File: src/rtl/usb_bit_pkg.sv
// Shared definitions for the USB bit-level TX/RX path: serializer state
// encoding and the standard bit-stuffing run length.
package usb_bit_pkg;

   typedef enum logic [1:0] {
      IDLE       = 2'd0,
      SHIFT      = 2'd1,
      STUFF_TAIL = 2'd2
   } ser_state_e;

   localparam int USB_STUFF_RUN = 6;
   localparam int ONES_W        = 4;

endpackage

File: src/rtl/piso_stuff_serializer_if.sv
// Word-level ready/valid input bus of the serializer.
// Handshake: a word (in_data, in_last) transfers on a rising clock edge where
// in_valid && in_ready are both 1; in_valid with in_ready low has no effect.
interface piso_stuff_serializer_if #(
   parameter int DATA_W = 8
) ();

   logic [DATA_W-1:0] in_data;
   logic              in_valid;
   logic              in_last;
   logic              in_ready;

   modport master (output in_data, output in_valid, output in_last, input in_ready);
   modport slave  (input in_data, input in_valid, input in_last, output in_ready);

endinterface

File: src/rtl/stuff_counter.sv
// Counts consecutive 1 bits, saturating at RUN; flags when a stuff bit is due.
// Shared between the TX stuffer and the RX destuffer.
module stuff_counter
   import usb_bit_pkg::*;
#(
   parameter int RUN = USB_STUFF_RUN
) (
   input  logic clk,
   input  logic nRST,
   input  logic clr_i,
   input  logic upd_i,
   input  logic one_i,
   output logic stuff_now_o,
   output logic full_next_o
);

   localparam logic [ONES_W-1:0] RUN_C = ONES_W'(RUN);

   logic [ONES_W-1:0] cnt_q;
   logic [ONES_W-1:0] cnt_d;

   always_comb begin
      cnt_d = cnt_q;
      if (clr_i) begin
         cnt_d = '0;
      end else if (upd_i) begin
         if (!one_i)              cnt_d = '0;
         else if (cnt_q >= RUN_C) cnt_d = RUN_C;
         else                     cnt_d = cnt_q + ONES_W'(1);
      end
   end

   always_ff @(posedge clk) begin
      if (!nRST) cnt_q <= '0;
      else       cnt_q <= cnt_d;
   end

   assign stuff_now_o = (cnt_q == RUN_C);
   assign full_next_o = (cnt_d == RUN_C);

endmodule

File: src/rtl/piso_stuff_serializer.sv
// Word-to-bit serializer with a one-word holding register, selectable bit
// order and optional bit stuffing; one output bit per shift_enable strobe.
module piso_stuff_serializer
   import usb_bit_pkg::*;
#(
   parameter int DATA_W    = 8,
   parameter int LSB_FIRST = 1,
   parameter int STUFF_EN  = 1,
   parameter int STUFF_RUN = USB_STUFF_RUN
) (
   input  logic                    clk,
   input  logic                    nRST,
   input  logic                    shift_enable,
   piso_stuff_serializer_if.slave  in_if,
   output logic                    serial_out,
   output logic                    bit_valid,
   output logic                    stuff_bit,
   output logic                    busy,
   output logic                    done,
   output logic                    underrun,
   output ser_state_e              state_dbg_o
);

   localparam int                CNT_W    = $clog2(DATA_W);
   localparam logic [CNT_W-1:0] LAST_IDX = CNT_W'(DATA_W - 1);

   ser_state_e        state_q, state_d;
   logic [DATA_W-1:0] hold_q, hold_d, shift_q, shift_d;
   logic              hold_full_q, hold_full_d, hold_last_q, hold_last_d;
   logic              word_last_q, word_last_d;
   logic [CNT_W-1:0]  bit_cnt_q, bit_cnt_d;
   logic              in_ready_q, busy_q;
   logic              serial_q, serial_d, bit_valid_q, bit_valid_d;
   logic              stuff_bit_q, stuff_bit_d, done_q, done_d, underrun_q, underrun_d;

   logic accept, load_idle, reload, take_hold;
   logic emit_run_stuff, emit_tail, emit_data, word_end, end_stuff, data_bit;
   logic stuff_now, full_next;

   assign accept         = in_if.in_valid && in_ready_q;
   assign data_bit       = (LSB_FIRST != 0) ? shift_q[0] : shift_q[DATA_W-1];
   assign emit_run_stuff = (state_q == SHIFT) && shift_enable && (STUFF_EN != 0) && stuff_now;
   assign emit_data      = (state_q == SHIFT) && shift_enable && !emit_run_stuff;
   assign emit_tail      = (state_q == STUFF_TAIL) && shift_enable;
   assign word_end       = emit_data && (bit_cnt_q == LAST_IDX);
   assign end_stuff      = word_end && word_last_q && (STUFF_EN != 0) && full_next;
   assign load_idle      = (state_q == IDLE) && hold_full_q;
   // The next word continues the same run of 1s, so the counter is not cleared here.
   assign reload         = word_end && !word_last_q && hold_full_q;
   assign take_hold      = load_idle || reload;

   stuff_counter #(.RUN(STUFF_RUN)) u_stuff_counter (
      .clk         (clk),
      .nRST        (nRST),
      .clr_i       (load_idle || emit_run_stuff || emit_tail),
      .upd_i       (emit_data),
      .one_i       (data_bit),
      .stuff_now_o (stuff_now),
      .full_next_o (full_next)
   );

   always_ff @(posedge clk) begin
      if (!nRST) begin
         state_q     <= IDLE;
         hold_q      <= '0;
         hold_full_q <= 1'b0;
         hold_last_q <= 1'b0;
         shift_q     <= '0;
         word_last_q <= 1'b0;
         bit_cnt_q   <= '0;
         in_ready_q  <= 1'b0;
         busy_q      <= 1'b0;
         serial_q    <= 1'b0;
         bit_valid_q <= 1'b0;
         stuff_bit_q <= 1'b0;
         done_q      <= 1'b0;
         underrun_q  <= 1'b0;
      end else begin
         state_q     <= state_d;
         hold_q      <= hold_d;
         hold_full_q <= hold_full_d;
         hold_last_q <= hold_last_d;
         shift_q     <= shift_d;
         word_last_q <= word_last_d;
         bit_cnt_q   <= bit_cnt_d;
         in_ready_q  <= !hold_full_d;
         busy_q      <= (state_d != IDLE);
         serial_q    <= serial_d;
         bit_valid_q <= bit_valid_d;
         stuff_bit_q <= stuff_bit_d;
         done_q      <= done_d;
         underrun_q  <= underrun_d;
      end
   end

   always_comb begin
      state_d = state_q;
      unique case (state_q)
         IDLE:       if (hold_full_q) state_d = SHIFT;
         SHIFT: begin
            if (word_end) begin
               if (end_stuff)   state_d = STUFF_TAIL;
               else if (!reload) state_d = IDLE;
            end
         end
         STUFF_TAIL: if (shift_enable) state_d = IDLE;
         default:    state_d = IDLE;
      endcase
   end

   always_comb begin
      hold_d      = hold_q;
      hold_full_d = hold_full_q;
      hold_last_d = hold_last_q;
      shift_d     = shift_q;
      word_last_d = word_last_q;
      bit_cnt_d   = bit_cnt_q;
      serial_d    = serial_q;
      bit_valid_d = 1'b0;
      stuff_bit_d = 1'b0;
      done_d      = 1'b0;
      underrun_d  = 1'b0;

      if (take_hold) begin
         shift_d     = hold_q;
         word_last_d = hold_last_q;
         bit_cnt_d   = '0;
         hold_full_d = 1'b0;
      end else if (emit_data) begin
         shift_d   = (LSB_FIRST != 0) ? (shift_q >> 1) : (shift_q << 1);
         bit_cnt_d = bit_cnt_q + CNT_W'(1);
      end

      // Refill after the move so a simultaneous accept lands in the emptied slot.
      if (accept) begin
         hold_d      = in_if.in_data;
         hold_last_d = in_if.in_last;
         hold_full_d = 1'b1;
      end

      if (emit_data) begin
         serial_d    = data_bit;
         bit_valid_d = 1'b1;
      end
      if (emit_run_stuff || emit_tail) begin
         serial_d    = 1'b0;
         bit_valid_d = 1'b1;
         stuff_bit_d = 1'b1;
      end
      if (emit_tail || (word_end && word_last_q && !end_stuff)) done_d = 1'b1;
      if (word_end && !word_last_q && !hold_full_q) underrun_d = 1'b1;
   end

   assign in_if.in_ready = in_ready_q;
   assign busy           = busy_q;
   assign serial_out     = serial_q;
   assign bit_valid      = bit_valid_q;
   assign stuff_bit      = stuff_bit_q;
   assign done           = done_q;
   assign underrun       = underrun_q;
   assign state_dbg_o    = state_q;

endmodule
File: src/flat_wrapper.sv
// flat-port wrapper written by rule: the top's interface ports become plain ports
module piso_stuff_serializer_flat import usb_bit_pkg::*;
#(
   parameter int DATA_W    = 8,
   parameter int LSB_FIRST = 1,
   parameter int STUFF_EN  = 1,
   parameter int STUFF_RUN = USB_STUFF_RUN
)
  (clk, nRST, shift_enable, serial_out, bit_valid, stuff_bit, busy, done, underrun, state_dbg_o, in_if_in_data, in_if_in_valid, in_if_in_last, in_if_in_ready);
  piso_stuff_serializer_if #(.DATA_W(DATA_W)) in_if_i ();
  input  logic clk;
  input  logic nRST;
  input  logic shift_enable;
  output logic serial_out;
  output logic bit_valid;
  output logic stuff_bit;
  output logic busy;
  output logic done;
  output logic underrun;
  output ser_state_e state_dbg_o;
  input wire logic [$bits(in_if_i.in_data)-1:0] in_if_in_data;
  input wire logic [$bits(in_if_i.in_valid)-1:0] in_if_in_valid;
  input wire logic [$bits(in_if_i.in_last)-1:0] in_if_in_last;
  output wire logic [$bits(in_if_i.in_ready)-1:0] in_if_in_ready;
  assign in_if_i.in_data = in_if_in_data;
  assign in_if_i.in_valid = in_if_in_valid;
  assign in_if_i.in_last = in_if_in_last;
  assign in_if_in_ready = in_if_i.in_ready;
  piso_stuff_serializer #(.DATA_W(DATA_W), .LSB_FIRST(LSB_FIRST), .STUFF_EN(STUFF_EN), .STUFF_RUN(STUFF_RUN)) u_core (.clk(clk), .nRST(nRST), .shift_enable(shift_enable), .in_if(in_if_i), .serial_out(serial_out), .bit_valid(bit_valid), .stuff_bit(stuff_bit), .busy(busy), .done(done), .underrun(underrun), .state_dbg_o(state_dbg_o));
endmodule
File: config.mk
export PLATFORM = sky130hd
export DESIGN_NAME = piso_stuff_serializer_flat
export DESIGN_NICKNAME = d
export VERILOG_FILES = /design/src/rtl/usb_bit_pkg.sv /design/src/rtl/piso_stuff_serializer_if.sv /design/src/rtl/stuff_counter.sv /design/src/rtl/piso_stuff_serializer.sv /design/src/flat_wrapper.sv
export SDC_FILE = /design/constraint.sdc
export NUM_CORES = 1
export LEC_CHECK = 0
export ABC_CLOCK_PERIOD_IN_PS = 3200
export CAP_MARGIN = 10
export CELL_PAD_IN_SITES_DETAIL_PLACEMENT = 1
export CELL_PAD_IN_SITES_GLOBAL_PLACEMENT = 1
export CORE_UTILIZATION = 45
export CTS_BUF_LIST = sky130_fd_sc_hd__clkbuf_8
export DETAILED_ROUTE_END_ITERATION = 6
export GPL_TIMING_DRIVEN = 1
export PLACE_DENSITY_LB_ADDON = 0.15
export RECOVER_POWER = 25
export SLEW_MARGIN = 20
export SYNTH_ARGS = -nofsm -noshare
export SYNTH_HDL_FRONTEND = slang
export SYNTH_SLANG_ARGS = --single-unit
File: constraint.sdc
create_clock -name clk -period 3.2 [get_ports clk]
set_input_delay 0.64 -clock clk [delete_from_list [all_inputs] [get_ports clk]]
set_output_delay 0.64 -clock clk [all_outputs]
set_load 0.1 [all_outputs]
==> results of run 1 <==
==> power by group through the flow <==
stage / Combinational (mW) / Sequential [mW] / Clock, mW
CTS: 0.124 / 0.470 / 0.356
global route: 0.130 / 0.471 / 0.379
detailed placement: 0.123 / 0.480 / 0
finish: 0.120 / 0.469 / 0.350
floorplan: 0.0689 / 0.501 / 0
global placement: 0.119 / 0.478 / 0
==> sequential cells by signal, indices dropped and copies added, names as in the netlist <==
signal,flops
u_core.state_dbg_o,2
u_core.hold_last_q,1
u_core.u_stuff_counter.cnt_q,4
u_core.word_last_q,1
u_core.bit_valid,1
u_core.serial_out,1
u_core.in_if.in_ready,1
u_core.bit_cnt_q,3
u_core.underrun,1
u_core.shift_q,8
u_core.done,1
u_core.busy,1
u_core.hold_full_q,1
u_core.hold_q,8
u_core.stuff_bit,1
==> logic make-up (layout without fill, tap and decap cells) <==
group / after synthesis / in the layout / synth area share [%]
buffers and inverters: 18 / 36 / 6.110
multiplexers: 1 / 1 / 0.6187
AND/OR/NAND/NOR: 82 / 82 / 25.83
AO/OA/AOI/OAI: 40 / 40 / 19.95
XOR/XNOR: 2 / 2 / 1.083
flip-flops: 35 / 35 / 43.31
adder cells (fa/ha/maj): 4 / 4 / 3.094
==> layout make-up <==
class / instances / share of cell area (%)
clock inverter: 1 / 0.2013
timing repair buffer: 22 / 8.859
clock buffer: 7 / 5.168
tap: 46 / 3.087
inverter: 6 / 1.208
sequential: 35 / 37.58
multi-input combinational: 129 / 43.89
==> stage by stage <==
step	total power [mW]	instance area, µm²	utilization [%]	instances	setup slack (ns)
floorplan	0.5696	1618	-	182	0.9660
global placement	0.5972	1794	52.93	238	0.5276
detailed placement	0.6027	1794	52.93	238	0.3966
CTS	0.9499	1894	55.89	246	0.7083
global route	0.9807	1864	55.00	246	0.5292
finish	0.9396	1864	55.00	246	0.6904
==> per-layer routing <==
metal | share of wire (%) | vias to the layer above | GRT usage (%)
li1 | - | 660 | -
met4 | 1.6 | 0 | 7.619
met2 | 52 | 17 | 41.49
met3 | 2.3 | 7 | 6.832
met1 | 44 | 646 | 24.02
met5 | 0 | - | 0
==> critical path, stage by stage <==
cell             delay [ns]
clkdlybuf4s50_1        0.49
nand3b_1               0.27
nor4b_2                0.09
o21ai_2                0.82
nand2_1                0.16
and3_1                 0.21
==> path summary, 6_finish.rpt <==
path | startpoint | end | slack [ns]
max | shift_enable | u_core.in_if.in_ready | 0.69
min reg2reg | u_core.serial_out | u_core.serial_out | 0.47
max reg2reg | u_core.u_stuff_counter.cnt_q[1] | u_core.in_if.in_ready | 0.86
min | u_core.serial_out | u_core.serial_out | 0.47
==> synthesized netlist by cell type, types with 2 or more instances <==
cell       n  area [µm²]
dfxtp_1   35       700.7
ha_1       4       50.05
clkbuf_1   4       15.01
nor2_2     7       43.79
buf_6      3       33.78
nor3_1     2       10.01
nand3_1    4       20.02
inv_1      6       22.52
and3b_1    2       17.52
xnor2_1    2       17.52
nand4_1    2       12.51
o21ai_1    4       20.02
nor2_1     6       22.52
a311oi_2   7       105.1
nand2_1   46       172.7
nand3b_1   2       15.01
a21oi_1   16       80.08
buf_2      4       20.02
nor4b_1    2       17.52
==> cells in the final DEF, fill, tap and decap left out, types with 2 or more instances in the layout <==
cell,Yosys,routed
buf_4,1,2
nor3_1,2,2
nand3_1,4,4
and3b_1,2,2
nand2_1,46,46
xnor2_1,2,2
dfxtp_1,35,35
nor2_1,6,6
clkbuf_1,4,8
nand4_1,2,2
inv_1,6,7
a21oi_1,16,16
clkbuf_8,0,7
nor2_2,7,7
nor4b_1,2,2
ha_1,4,4
a311oi_2,7,7
clkdlybuf4s50_1,0,11
nand3b_1,2,2
o21ai_1,4,4
==> metrics.txt, run 1 <==
filler cell count in the final layout around 400; internal portion of total power 0.6886 mW; vias after detailed routing 1330; flip-flop and latch area 700.7 µm²; worst slew pin tran 1.197 ns; mean routed wirelength per cell 15.34 µm; required time of the critical path 3.38 ns; Ys Warns 0; net count after synthesis 199; relative max-transition margin 20.17%; area growth from synthesis to layout 15.24%; mean area per synthesized cell 8.889 µm²; fraction of final layout cells with drive strength greater than 1 between 15 and 20%; Fin Clk Skew 0.005867 ns; Boundary Pins 22; VDD IR-drop max 0.0003184 V; HPWL after detailed placement around 2800 µm; summed negative setup slack over all endpoints 0 ns; global route total overflow 0; fin crit period 2.510 ns; antenna violations before repair 0; biggest fanout along the worst timing path 20; Clk Latency, worst-skew pair 0.29 ns; capturing element type of the critical path flip-flop; Die Y-Extent 61.96 µm; combined area of all synthesized cells 0.001618 mm²; Hold Fails Final Rpt 0; combinational fraction of design power between 10% and 20%; Total Routed Length 3774 µm; cell depth of the worst flop-to-flop path 6; Async S/R FF share, synth 0%; number of iterations in the first detailed-routing pass 4; net switching share of the total power 26.71%; global-route wire length before repair 6106 µm; nets@finish 216; floorplan core area 0.003390 mm²; clock network fraction of total power 37.2%; setup violators final 0; outcome completed; post-CTS repair timing setup buffer count 0; placer congestion estimate 0.8193; post-route worst hold slack between 0.4 and 0.5 ns; TritonCTS clock tree done; number of buffers inserted by port buffering 21; maximum number of buffers from clock root to sink 2; Horiz. Die Dim 61.96 µm; Detail Route Antenna Nets 0; number of maximum-capacitance constraint violations 0; Primary FF master, synth dfxtp_1; Final Cycle Share 78.43%; cell depth of the worst min-delay path 2; Reg power frac approximately half; Via density 5.407; CP Data Arrival Time 2.69 ns; first-iteration detailed-routing DRC count 56; number of clock buffers inserted by TritonCTS 5; total count of max-transition violations in the final report 0; row count 21; pin count of the biggest net entering global routing 22; CTS clock-pin slew for the worst setup and hold paths 0.07 ns; sequential area share after synthesis 43.31%; aggregate global-route resource usage roughly 22%; Power per Cell Area roughly 500 mW/mm²; Lkg Pwr 0.6701 nW; initial cell density of the core a little under half; type of the worst setup path in -> reg; number of antenna repair diodes 0; worst hold path type reg -> reg; via count of the first global-routing pass roughly 1400; count of unresolved DRC violations after routing 0; hold_buf cts 0; full die area 0.003839 mm²; cell at the root of the clock tree clkbuf_8; max frequency 0.3985 GHz; number of unique standard cell types used by synthesis 43; area occupied by multi-input gates 818.3 µm²; post-cts gate resize count 0; RSZ-0062 raised after global routing false; H-tree levels 2; P_sw 0.2510 mW; Worst setup SP type input port; number of standard cells after synthesis roughly 180; EDFF count, synth 0; number of register bits inferred by synthesis 35; Sinks on Clock Net 35
(Power assumes the default switching activity.)
==> run 2: changes to the inputs <==
Settings changed: ABC_CLOCK_PERIOD_IN_PS 3200 to 2500, CORE_UTILIZATION 45 to 42.
Clock period 3.2 ns to 2.5 ns, I/O delays scaled along.
==> run 2 against run 1 <==
  * Sequential share of layout area is 0.13 points lower
  * Global-route usage decreased by 1.0 points
  * Flip-flop and latch count did not move
  * Via count is 3.2% higher
  * Largest cell class unchanged
  * Largest power group unchanged
  * Register-to-register slack worse by 0.42 ns
  * Die area increased by 6.9%
==> metrics.txt, run 2 (synthesized netlist as in run 1, its figures left out) <==
outcome completed; Sinks on Clock Net 35 (unchanged); TritonCTS clock tree done; most frequent cells in the layout nand2_1, dfxtp_1, a21oi_1; number of antenna repair diodes 0 (unchanged); number of buffers inserted by port buffering 21 (unchanged); final cell count without fillers 250 (+1.6%); max frequency 0.4591 GHz; Worst setup SP type input port; floorplan core area 0.003689 mm² (+8.8%); flop-to-flop setup slack 0.44 ns (-0.42 ns); most common cell after layout, fill and taps aside nand2_1; Total Routed Length 3836 µm (+1.6%); Die Y-Extent 64.07 µm (+3.4%); fraction of final layout cells with drive strength greater than 1 15.84% (+0.34 points); full die area 0.004104 mm² (+6.9%); cell depth of the worst min-delay path 2 (unchanged); cell at the root of the clock tree clkbuf_8; Hold Startpoint u_core.hold_q[7]; CP Data Arrival Time 2.30 ns (-0.39 ns); worst slew pin tran 1.168 ns (-0.02927 ns); area growth from synthesis to layout 15.62%; post-route worst hold slack 0.4591 ns (-0.006178 ns); number of clock buffers inserted by TritonCTS 5 (unchanged); cell depth of the worst flop-to-flop path 6 (unchanged); Fin Clk Skew 0.005752 ns (-0.0001147 ns); Power, Total 1.142 mW (+22%); nets@finish 218 (+0.93%); Clk Latency, worst-skew pair 0.29 ns (about the same); cell type of the slowest stage on the worst timing path clkbuf_1; antenna violations before repair 0 (unchanged); end of the worst hold path u_core.hold_q[7]; type of the worst setup path in -> reg; worst-path cell chain dlygate4sd3_1, inv_1, clkbuf_1, nor2_1; HPWL after detailed placement 2803 µm (+1.6%); relative max-transition margin 22.46% (+2.3 points); startpoint of the most critical register-to-register path u_core.u_stuff_counter.cnt_q[1]; Via density 5.488 (+1.5%); post-CTS repair timing setup buffer count 0 (unchanged); pin count of the biggest net entering global routing 22 (unchanged); placed insts 242 (+1.7%); Slowest Stage Delay on Critical Path 0.85 ns (+0.03 ns); global-route wire length before repair 6603 µm (+8.1%); number of maximum-capacitance constraint violations 0 (unchanged); placer congestion estimate 0.8062 (-1.6%); count of unresolved DRC violations after routing 0 (unchanged); Final Cycle Share 87.13%; aggregate global-route resource usage 21.43% (-1.0 points); registers with the most flip-flops u_core.hold_q (8), u_core.shift_q (8), u_core.u_stuff_counter.cnt_q (4); maximum number of buffers from clock root to sink 2 (unchanged); worst hold path type reg -> reg; Power per Cell Area 610.6 mW/mm² (+21%); Detail Route Antenna Nets 0 (unchanged); setup violators final 0 (unchanged); global route total overflow 0 (unchanged); H-tree levels 2 (unchanged); first-iteration detailed-routing DRC count 38 (-32%); vias after detailed routing 1372 (+3.2%); VDD IR-drop max 0.0003228 V (+1.4%); number of iterations in the first detailed-routing pass 4 (unchanged); final standard cell utilization of the core 50.71% (-4.3 points); capturing element type of the critical path flip-flop; Horiz. Die Dim 64.07 µm (+3.4%); row count 22 (+4.8%); via count of the first global-routing pass 1445 (+5.2%); initial cell density of the core 43.86% (-3.9 points); CTS clock-pin slew for the worst setup and hold paths 0.07 ns (about the same); Boundary Pins 22 (unchanged); reg2reg end u_core.in_if.in_ready; required time of the critical path 2.62 ns (-0.76 ns); Lkg Pwr 0.6757 nW (+0.83%); mean routed wirelength per cell 15.34 µm (about the same); total count of max-transition violations in the final report 0 (unchanged); biggest fanout along the worst timing path 21 (+5.0%); Hold Fails Final Rpt 0 (unchanged); RSZ-0062 raised after global routing false; fin crit period 2.178 ns
run 2: stage by stage:
step,worst slack (ns),instance area [µm²],setup TNS [ns]
6_report,0.3217,1871,0
5_1_grt,0.1733,1871,0
4_1_cts,0.1249,1893,0
3_5_place_dp,-0.02847,1812,-0.02847
3_3_place_gp,0.06523,1812,0
2_1_floorplan,0.2660,1618,0
run 2: routing by layer:
| layer | global-route usage [%] | part of all wire, % | vias up |
|---|---|---|---|
| met5 | 0 | 0 | - |
| met2 | 37.37 | 51 | 28 |
| met1 | 22.65 | 42 | 665 |
| li1 | - | - | 667 |
| met4 | 13.35 | 3.4 | 0 |
| met3 | 5.893 | 3.6 | 12 |
run 2: how the worst max path moves through the flow:
stage | startpoint | endpoint | slack, ns
finish | nRST | u_core.stuff_bit | 0.32
global placement | shift_enable | u_core.in_if.in_ready | 0.07
floorplan | u_core.state_dbg_o[0] | u_core.done | 0.27
detailed placement | shift_enable | u_core.in_if.in_ready | -0.03
global route | nRST | u_core.stuff_bit | 0.17
CTS | u_core.u_stuff_counter.cnt_q[1] | u_core.in_if.in_ready | 0.12
run 2: critical path: cells and delay by family:
kind                   cells  cell delay [ns]
buffers and inverters      3             1.66
AND/OR/NAND/NOR            1             0.13
run 2: final cells by class:
| class | count | area (µm²) |
|---|---|---|
| fillers | 445 | 1818 |
| multi-input cells | 129 | 825.8 |
| flip-flops and latches | 35 | 700.7 |
| repair buffers | 24 | 180.2 |
| clock buffers | 5 | 68.82 |
| well taps | 48 | 60.06 |
| inverters | 6 | 22.52 |
| clock inverters | 3 | 12.51 |
run 2: repair_timing:
item,CTS,global route
resized for setup,0,1
hold buffers,0,0
setup endpoints to repair,0,1
run 2: power by group:
group | leakage (nW) | total [mW] | switching [mW] | internal (mW)
clock | 0.0505 | 0.385 | 0.198 | 0.187
sequential | 0.284 | 0.602 | 0.0203 | 0.582
combinational | 0.341 | 0.155 | 0.101 | 0.0542
total | 0.676 | 1.14 | 0.319 | 0.823
